<file path="src/rtl/arm_pkg.sv">
// Shared definitions for the ARM pipeline memory-stage SRAM controller.
package arm_pkg;

    // SRAM data bus width (one half-word per SRAM access)
    localparam int unsigned SRAM_DW          = 16;
    // Default controller parameters
    localparam int unsigned WAIT_CYCLES_DEF  = 5;
    localparam int unsigned SRAM_AW_DEF      = 18;
    localparam int unsigned MEM_BASE_DEF     = 1024;

    // Access sequencer states
    typedef enum logic [2:0] {
        ST_IDLE  = 3'd0,
        ST_WR_LO = 3'd1,
        ST_WR_HI = 3'd2,
        ST_RD_LO = 3'd3,
        ST_RD_HI = 3'd4,
        ST_DONE  = 3'd5
    } mem_state_e;

endpackage

</file>
<file path="src/rtl/sram_mem_ctrl.sv">
// Multi-cycle MEM-stage controller: splits 32-bit loads/stores into two
// 16-bit SRAM phases, each WAIT_CYCLES long; ready low stalls the pipeline.
module sram_mem_ctrl
    import arm_pkg::*;
#(
    parameter int unsigned WAIT_CYCLES = WAIT_CYCLES_DEF,
    parameter int unsigned SRAM_AW     = SRAM_AW_DEF,
    parameter int unsigned MEM_BASE    = MEM_BASE_DEF
) (
    input  logic               clk,
    input  logic               rst,
    input  logic               rd_en,
    input  logic               wr_en,
    input  logic [31:0]        address,
    input  logic [31:0]        wdata,
    output logic [31:0]        rdata,
    output logic               ready,
    output logic [SRAM_AW-1:0] sram_addr,
    input  logic [SRAM_DW-1:0] sram_dq_i,
    output logic [SRAM_DW-1:0] sram_dq_o,
    output logic               sram_dq_oe,
    output logic               sram_we_n,
    output logic               sram_oe_n
);

    localparam int unsigned CNT_W = (WAIT_CYCLES > 1) ? $clog2(WAIT_CYCLES) : 1;

    mem_state_e         state_q, state_d;
    logic [CNT_W-1:0]   cnt_q, cnt_d;
    logic [31:0]        addr_q, addr_d;
    logic [31:0]        wdata_q, wdata_d;
    logic [31:0]        rdata_q, rdata_d;

    logic [31:0]        eff;
    logic [SRAM_AW-2:0] word;
    logic               cnt_last;
    logic               unused_eff_bits;

    // Byte address to SRAM 32-bit word index; byte offset and upper bits are ignored
    always_comb begin
        eff             = addr_q - 32'(MEM_BASE);
        word            = eff[SRAM_AW:2];
        unused_eff_bits = ^{eff[31:SRAM_AW+1], eff[1:0]};
        cnt_last        = (cnt_q == CNT_W'(WAIT_CYCLES - 1));
    end

    // State, phase counter and latched request registers
    always_ff @(posedge clk) begin
        if (rst) begin
            state_q <= ST_IDLE;
            cnt_q   <= '0;
            addr_q  <= '0;
            wdata_q <= '0;
            rdata_q <= '0;
        end else begin
            state_q <= state_d;
            cnt_q   <= cnt_d;
            addr_q  <= addr_d;
            wdata_q <= wdata_d;
            rdata_q <= rdata_d;
        end
    end

    // Next-state, SRAM strobes and read-data capture
    always_comb begin
        state_d    = state_q;
        addr_d     = addr_q;
        wdata_d    = wdata_q;
        rdata_d    = rdata_q;
        ready      = 1'b0;
        sram_addr  = '0;
        sram_dq_o  = '0;
        sram_dq_oe = 1'b0;
        sram_we_n  = 1'b1;
        sram_oe_n  = 1'b1;

        case (state_q)
            ST_IDLE: begin
                ready = ~(rd_en | wr_en);
                if (wr_en) begin
                    addr_d  = address;
                    wdata_d = wdata;
                    state_d = ST_WR_LO;
                end else if (rd_en) begin
                    addr_d  = address;
                    state_d = ST_RD_LO;
                end
            end
            ST_WR_LO: begin
                sram_addr  = {word, 1'b0};
                sram_dq_oe = 1'b1;
                sram_dq_o  = wdata_q[15:0];
                // Strobe released on the last cycle to give data hold time
                sram_we_n  = cnt_last;
                if (cnt_last) state_d = ST_WR_HI;
            end
            ST_WR_HI: begin
                sram_addr  = {word, 1'b1};
                sram_dq_oe = 1'b1;
                sram_dq_o  = wdata_q[31:16];
                sram_we_n  = cnt_last;
                if (cnt_last) state_d = ST_DONE;
            end
            ST_RD_LO: begin
                sram_addr = {word, 1'b0};
                sram_oe_n = 1'b0;
                if (cnt_last) begin
                    rdata_d[15:0] = sram_dq_i;
                    state_d       = ST_RD_HI;
                end
            end
            ST_RD_HI: begin
                sram_addr = {word, 1'b1};
                sram_oe_n = 1'b0;
                if (cnt_last) begin
                    rdata_d[31:16] = sram_dq_i;
                    state_d        = ST_DONE;
                end
            end
            ST_DONE: begin
                ready   = 1'b1;
                state_d = ST_IDLE;
            end
            default: begin
                state_d = ST_IDLE;
            end
        endcase

        // Phase counter restarts on every state change and idles at zero
        if ((state_d != state_q) || (state_q == ST_IDLE) || (state_q == ST_DONE)) begin
            cnt_d = '0;
        end else begin
            cnt_d = cnt_q + CNT_W'(1);
        end
    end

    assign rdata = rdata_q;

endmodule

</file>
<file path="config.mk">
export PLATFORM = sky130hd
export DESIGN_NAME = sram_mem_ctrl
export DESIGN_NICKNAME = d
export VERILOG_FILES = /design/src/rtl/arm_pkg.sv /design/src/rtl/sram_mem_ctrl.sv
export SDC_FILE = /design/constraint.sdc
export NUM_CORES = 1
export LEC_CHECK = 0
export CAP_MARGIN = 20
export CORE_ASPECT_RATIO = 0.75
export CORE_MARGIN = 5
export CORE_UTILIZATION = 28
export CTS_CLUSTER_SIZE = 16
export DETAILED_ROUTE_END_ITERATION = 10
export PLACE_DENSITY = 0.57
export SLEW_MARGIN = 25
export SYNTH_ARGS = -nofsm -noshare
export SYNTH_HDL_FRONTEND = slang
export SYNTH_SLANG_ARGS = --single-unit
export TNS_END_PERCENT = 20
</file>
<file path="constraint.sdc">
create_clock -name clk -period 3.07 [get_ports clk]
set_input_delay 0.4605 -clock clk [delete_from_list [all_inputs] [get_ports clk]]
set_output_delay 0.4605 -clock clk [all_outputs]
set_load 0.01 [all_outputs]
</file>
## Word-level counts from Yosys, hierarchy flattened

Cells that the tools add are included.

- Bits in registers: 89
- Input bits: 84
- Output and inout port bits: 70
- Word-level logic and storage cells: 44

- Add/subtract/negate cells: 2
- Equal/unequal tests: 7
- Mux-type cells: 14
- Bitwise gates (word level): 2
- Reductions and logical operators: 13

Operators by type and width:

| operator | count |
|---|---|
| two-way mux 19 bit | 2 |
| case mux 18 bit (2 select lines) | 1 |
| case mux 16 bit (2 select lines) | 1 |
| subtractor 19 x 11 -> 19 bit (second input constant) | 1 |
| two-way mux 3 bit | 5 |
| case mux 3 bit (4 select lines) | 1 |
| OR reduction 2 bit | 5 |
| == test 3 bit (second input constant) | 3 |
| AND reduction 2 bit | 4 |
| == test 3 x 2 -> 1 bit (second input constant) | 2 |
| adder 3 x 1 -> 3 bit (second input constant) | 1 |
| == test 3 x 1 -> 1 bit (second input constant) | 1 |
| logical NOT 3 bit | 1 |
| two-way mux 1 bit | 3 |
| inequality test 3 bit | 1 |
| logical OR 1 bit | 2 |
| case mux 1 bit (2 select lines) | 1 |
| nonzero test 2 bit | 1 |
| inverter 1 bit | 1 |
| OR 1 bit | 1 |

## Longest topological paths before layout

Gate-level depths: netlist of the first run.

- Word-level depth: 7
- Depth in mapped cells: 7

## Worst setup path before layout of the first run

No wires, ideal clock.

- Kind: reg2out
- Start: register addr_q[12]
- End: output port sram_addr[16]
- Data arrival time: 1.578 ns
- Data required time: 2.609 ns
- Slack: 1.032 ns
- Stages on the path, launching flop included: 4
- Cell sequence: dfxtp_1 or4_4 or3_2 a21oi_1

- Cells in the longest elaborated chain, start to end: 2

Ends and longest elaborated chain:

| item | line | RTL |
|---|---|---|
| start, declared | sram_mem_ctrl.sv:30 | `logic [31:0] addr_q, addr_d;` |
| start signal, assigned | sram_mem_ctrl.sv:58 | `addr_q <= addr_d;` |
| subtractor 19 x 11 -> 19 bit | sram_mem_ctrl.sv:41 | `eff = addr_q - 32'(MEM_BASE);` |
| case mux 18 bit (2 select lines) | sram_mem_ctrl.sv:77 | `case (state_q)` |
| end, declared | sram_mem_ctrl.sv:18 | `output logic [SRAM_AW-1:0] sram_addr,` |

Every way passes these cells.

## Worst setup path in the final report of the first run

Same ends and word-level chain as after synthesis.

==> impl_metrics.yaml, run 1 <==
floorplan:
  core_mm2: 0.0131
  die_x_um: 144
  die_h_um: 110
  start_util_pct: 28.7
  die_area_mm2: 0.0159
  io_pins: 154
  row_count: 36
placed_design:
  dp_cells: 751
  dp_slack_ns: 0.355
  gp_congestion: 0.843
  portBuffers: 138
  dpl.hpwl_um: 8320
cells_and_area:
  area_growth_syn_to_layout_pct: 50.0
  drive_above_1_share_pct: 7.24
  layout_common_cells: "clkdlybuf4s50_1, a21oi_1, dfxtp_1"
  fillers: 1301
  multi_input_area_mm2: 0.00183
  layoutNonFillerInstCount: 765
  regArea_mm2: 0.00174
  antennaDiodeCount: 0
  final_common_cell: "clkdlybuf4s50_1"
  fin_nets: 678
power:
  p_comb_share_pct: 17.0
  p_int_mw: 2.25
  peakVddDrop_mv: 0.272
  p_switching_mw: 0.711
  p_total_mw: 2.96
  switching_share_pct: 24.0
  p_leak_nw: 1.99
  power_density_mw_per_mm2: 526
  p_clk_share_pct: 41.6
  power_frac_seq_pct: 41.4
clocking:
  h-tree-depth: 3
  postCtsHoldBufs: 0
  clk_path_buf_depth: 2
  cts_sinks: 87
  clk_pin_slew_ns: 0.06
  cts_setup_buffers: 0
  insertion_delay_ns: 0.33
  root_buffer: "clkbuf_16"
  cts_made_buffers: 9
  cts_tree: "built"
grt:
  antenna_found_initial: 0
  track_usage_pct: 15.1
  grt_pass1_wl_um: 19100
  gr-total-overflow: 0
  grt_max_degree: 46
  first_global_vias: 3753
drt:
  ant_nets: 0
  drt_first_pass_iters: 4
  drt-initial-drc-count: 155
  drc: 0
  dr_total_vias: 3840
  wl_um: 12000
  vias_per_cell: 5.02
  post_drt_wl_per_cell_um: 15.6
synth:
  synthCells: 475
  synth_area_per_cell_um2: 7.90
  syn_nets: 562
  synth_seq_cells: 87
  synth_edf_count: 0
  ys_types: 38
  netlist.area_leader.share_pct: 46.4
  yosys-top-cells-area: "dfxtp_1, a21oi_1, o21ai_0"
  netlist_area_mm2: 0.00375
  async_reset_ff_share_pct: 0
  yosysWarningCount: 0
  yosys.area.top_type: "dfxtp_1"
  seq_area_frac_synth_pct: 46.4
  ys.flop_type: "dfxtp_1"
setup_path:
  worst-endpoint-arrival_ns: 2.48
  crit_type: "register to primary output"
  crit_fanout: 6
  crit_path_start_kind: "register"
  critical_path.endpoint_type: "primary output"
  cp.required_ns: 2.61
timing:
  finalHoldViolations: 0
  tightestPinTransition_ns: 0.895
  fin_crit_ns: 2.94
  clock_skew_ns: 0.00792
  slew_headroom_pct: 40.3
  finalWorstSetupSlack_ns: 0.127
  setup_viol: 0
  slew_violations: 0
  period_share_pct: 95.9
  setup_tns_ns: 0
  rsz0062_at_grt: "no"
  max_freq_mhz: 340
job:
  drv_cap: 0
status:
  status: "completed"
min_path:
  hold_path_class: "register to register"
==> power by group through the flow <==
stage	Sequential, mW	Combinational (mW)	Clock [mW]
after floorplan	1.23	0.271	0
after global placement	1.25	0.497	0
after detailed placement	1.25	0.506	0
after CTS	1.22	0.508	1.27
after global routing	1.24	0.552	1.31
final	1.23	0.505	1.23
==> cell type report <==
type                       count  area share (%)
inverter                       6           0.400
timing repair buffer         151            26.4
tap                          171            3.80
multi-input combinational    336            32.5
clock buffer                  10            4.24
clock inverter                 4            1.69
sequential                    87            30.9
==> logic make-up (layout without fill, tap and decap cells) <==
kind of cell | after synthesis | count (layout) | synth area share [%]
and+or+nand+nor | 166 | 166 | 22.3
buffers and inverters | 52 | 171 | 5.50
DFF | 87 | 87 | 46.4
xor gates and xnor gates | 4 | 4 | 0.933
AOI/OAI and AO/OA | 163 | 163 | 23.9
adders and majority gates | 3 | 3 | 1.00
==> Yosys cell counts (2+ instances only) <==
library cell  count
a21oi_1          88
a22o_1           16
and3_1            8
buf_1             2
buf_2             9
clkbuf_1         35
dfxtp_1          87
ha_1              3
inv_1             6
nand2_1          67
nand3_1          49
nand3b_1          2
nor2_1           13
nor3_1            2
nor3b_1           2
nor3b_2           3
nor4_1            2
o21ai_0          51
o21ai_1           2
o31ai_1           2
or2_2             2
or3_1             2
or3_2             3
or4_4             2
xnor2_1           4
==> registers in the layout, indices dropped and copies added (netlist names) <==
name / count
rdata: 32
wdata_q: 32
addr_q: 17
cnt_q: 3
state_q: 3
==> repair_timing <==
item / 4_1_cts / 5_1_grt
gates resized for setup: 1 / 2
setup endpoints to repair: 1 / 6
cloned: 0 / 0
==> worst max-delay path: stages, from the launching register on <==
cell	delay [ns]
dfxtp_1	0.36
or4_4	0.59
or3_2	0.46
a21oi_1	0.17
clkdlybuf4s50_1	0.56
==> per-stage QoR <==
stage	utilization (%)	hold WS [ns]	area (µm²)
3_3_place_gp	40.4	0.443	5280
4_1_cts	43.0	0.456	5620
6_report	43.1	0.454	5630
5_1_grt	43.1	0.478	5630
2_1_floorplan	-	0.429	3750
3_5_place_dp	40.4	0.448	5280
==> per-layer routing <==
layer	wire (µm)	global-route usage, %
met1	5640	20.3
met2	5240	23.2
met3	937	5.69
met4	142	3.56
met5	0	0
==> final timing paths <==
path                            depth (start not counted)  slack [ns]            end   startpoint
worst min register to register                          2        0.45    wdata_q[24]  wdata_q[24]
worst max register to register                          4        1.18      rdata[15]   state_q[0]
worst min-delay path                                    2        0.45    wdata_q[24]  wdata_q[24]
worst max-delay path                                    4        0.13  sram_addr[16]   addr_q[12]
No activity file was read; power rests on OpenSTA's default activity.
==> run 2: changes to the inputs <==
- CORE_ASPECT_RATIO: 0.75 -> default
- CORE_MARGIN: 5 -> default
- GPL_ROUTABILITY_DRIVEN: default -> 0
==> run 2 against run 1 <==
- worst hold slack got worse by 0.00054 ns
- power decreased by 8.3%
- worst setup slack improved by 0.031 ns
- final cell count increased by 0.78%
- first-iteration DRC count increased by 70%
- global-route usage increased by 1.2 points
- critical endpoint is now sram_addr[17]
==> impl_metrics.yaml, run 2 (synthesized netlist as in run 1, its figures left out) <==
setup_path:
  crit_path_start_kind: "register"
  crit_fanout: 6
  critical_path.endpoint_type: "primary output"
  worst-endpoint-arrival_ns: 2.45
  reg2reg_from: "cnt_q[0]"
  r2r_end: "state_q[1]"
  cp.required_ns: 2.61
  regToRegSetupSlack_ns: 1.41
  crit_type: "register to primary output"
  reg2regPathDepth: 5
placed_design:
  dpl-instance-area_mm2: 0.00531
  dp_slack_ns: 0.499
  portBuffers: 138
  dpl.hpwl_um: 7760
grt:
  first_global_vias: 3676
  antenna_found_initial: 0
  grt_pass1_wl_um: 18500
  gr-total-overflow: 0
  track_usage_pct: 16.4
  grt_max_degree: 54
cells_and_area:
  fin_nets: 682
  drive_above_1_share_pct: 7.51
  final_common_cell: "clkdlybuf4s50_1"
  layout_common_cells: "clkdlybuf4s50_1, a21oi_1, dfxtp_1"
  fillers: 1343
  antennaDiodeCount: 0
  area_growth_syn_to_layout_pct: 48.5
  final_core_utilization_pct: 43.5
  fin_area_mm2: 0.00558
power:
  power_frac_seq_pct: 44.8
  switching_share_pct: 26.0
  p_comb_share_pct: 18.8
  p_switching_mw: 0.706
  p_int_mw: 2.01
  power_density_mw_per_mm2: 487
  peakVddDrop_mv: 0.191
  p_clk_share_pct: 36.4
  p_leak_nw: 1.97
timing:
  setup_viol: 0
  slew_violations: 0
  fin_crit_ns: 2.91
  period_share_pct: 94.8
  slew_headroom_pct: 54.1
  setup_tns_ns: 0
  tightestPinTransition_ns: 0.689
  max_freq_mhz: 343
  rsz0062_at_grt: "no"
  timing.hold.ws_ns: 0.453
  clock_skew_ns: 0.00422
  finalHoldViolations: 0
  finalWorstSetupSlack_ns: 0.158
drt:
  ant_nets: 0
  dr_total_vias: 3791
  top_layer_used: "met4"
  wl_met1_um: 5240
  drc: 0
  post_drt_wl_per_cell_um: 14.6
  met3WireLength_um: 635
  drt_first_pass_iters: 7
  drt-initial-drc-count: 263
  wl_um: 11300
  wl_met2_um: 5230
  vias_per_cell: 4.92
clocking:
  clk_pin_slew_ns: 0.06
  cts_resized: 0
  clk_path_buf_depth: 2
  postCtsHoldBufs: 0
  insertion_delay_ns: 0.33
  root_buffer: "clkbuf_16"
  cts_tree: "built"
  cts_sinks: 87
  cts_made_buffers: 9
  h-tree-depth: 3
  cts_setup_buffers: 0
floorplan:
  die_h_um: 118
  core_mm2: 0.0128
  start_util_pct: 29.3
  die_x_um: 118
  row_count: 41
  die_area_mm2: 0.0139
  io_pins: 154
min_path:
  whs_path_depth: 2
  min_to: "wdata_q[5]"
  hold_path_class: "register to register"
  hold_start: "wdata_q[5]"
job:
  drv_cap: 0
status:
  status: "completed"
[run 2: cell count changes in the layout (fill, tap and decap cells not counted)]
cell	before	now
nor3_4	1	0
clkbuf_1	0	1
o21ai_4	1	0
clkinv_2	1	3
dfxtp_2	1	0
dfxtp_1	86	87
nor3_2	0	1
o21ai_1	1	2
clkinvlp_4	0	1
bufinv_16	3	0
buf_4	12	16
[run 2: worst max path at each step]
stage                    end        from  slack [ns]  cells past startpoint
2_1_floorplan  sram_addr[16]  addr_q[12]        1.03                      3
3_3_place_gp   sram_addr[17]  addr_q[12]        0.51                      4
3_5_place_dp   sram_addr[17]  addr_q[12]        0.50                      4
6_report       sram_addr[17]  addr_q[12]        0.16                      4
4_1_cts        sram_addr[17]  addr_q[12]        0.13                      4
5_1_grt        sram_addr[16]  addr_q[12]        0.05                      4
[run 2: per-layer routing]
| metal | vias to the layer above | GRT usage, % |
|---|---|---|
| met1 | 1773 | 21.0 |
| li1 | 1902 | - |
| met4 | 0 | 6.33 |
| met2 | 106 | 26.6 |
| met3 | 10 | 3.73 |
| met5 | - | 0 |
[run 2: area by class of cell]
class / instances / area, µm² / share of cell area, %
flip-flops and latches: 87 / 1740 / 31.2
clock buffers: 11 / 243 / 4.35
inverters: 6 / 22.5 / 0.404
clock inverters: 4 / 22.5 / 0.404
multi-input cells: 336 / 1820 / 32.6
well taps: 172 / 215 / 3.86
repair buffers: 155 / 1520 / 27.2
[run 2: per-stage QoR]
| stage | std cells | power, mW |
|---|---|---|
| after global placement | 756 | 1.75 |
| final | 771 | 2.72 |
| after global routing | 771 | 2.85 |
| after floorplan | 475 | 1.50 |
| after CTS | 771 | 2.76 |
| after detailed placement | 756 | 1.76 |
[run 2: worst max-delay path, stage by stage, from the launching register on]
cell	delay (ns)
dfxtp_1	0.35
or4_4	0.58
or4_4	0.50
a21oi_2	0.14
clkdlybuf4s50_1	0.55
[run 2: power groups by stage]
stage | registers (mW) | clock network (mW) | logic [mW]
floorplan | 1.23 | 0 | 0.271
global placement | 1.24 | 0 | 0.508
detailed placement | 1.24 | 0 | 0.515
CTS | 1.22 | 1.02 | 0.518
global route | 1.22 | 1.07 | 0.564
finish | 1.22 | 0.990 | 0.511
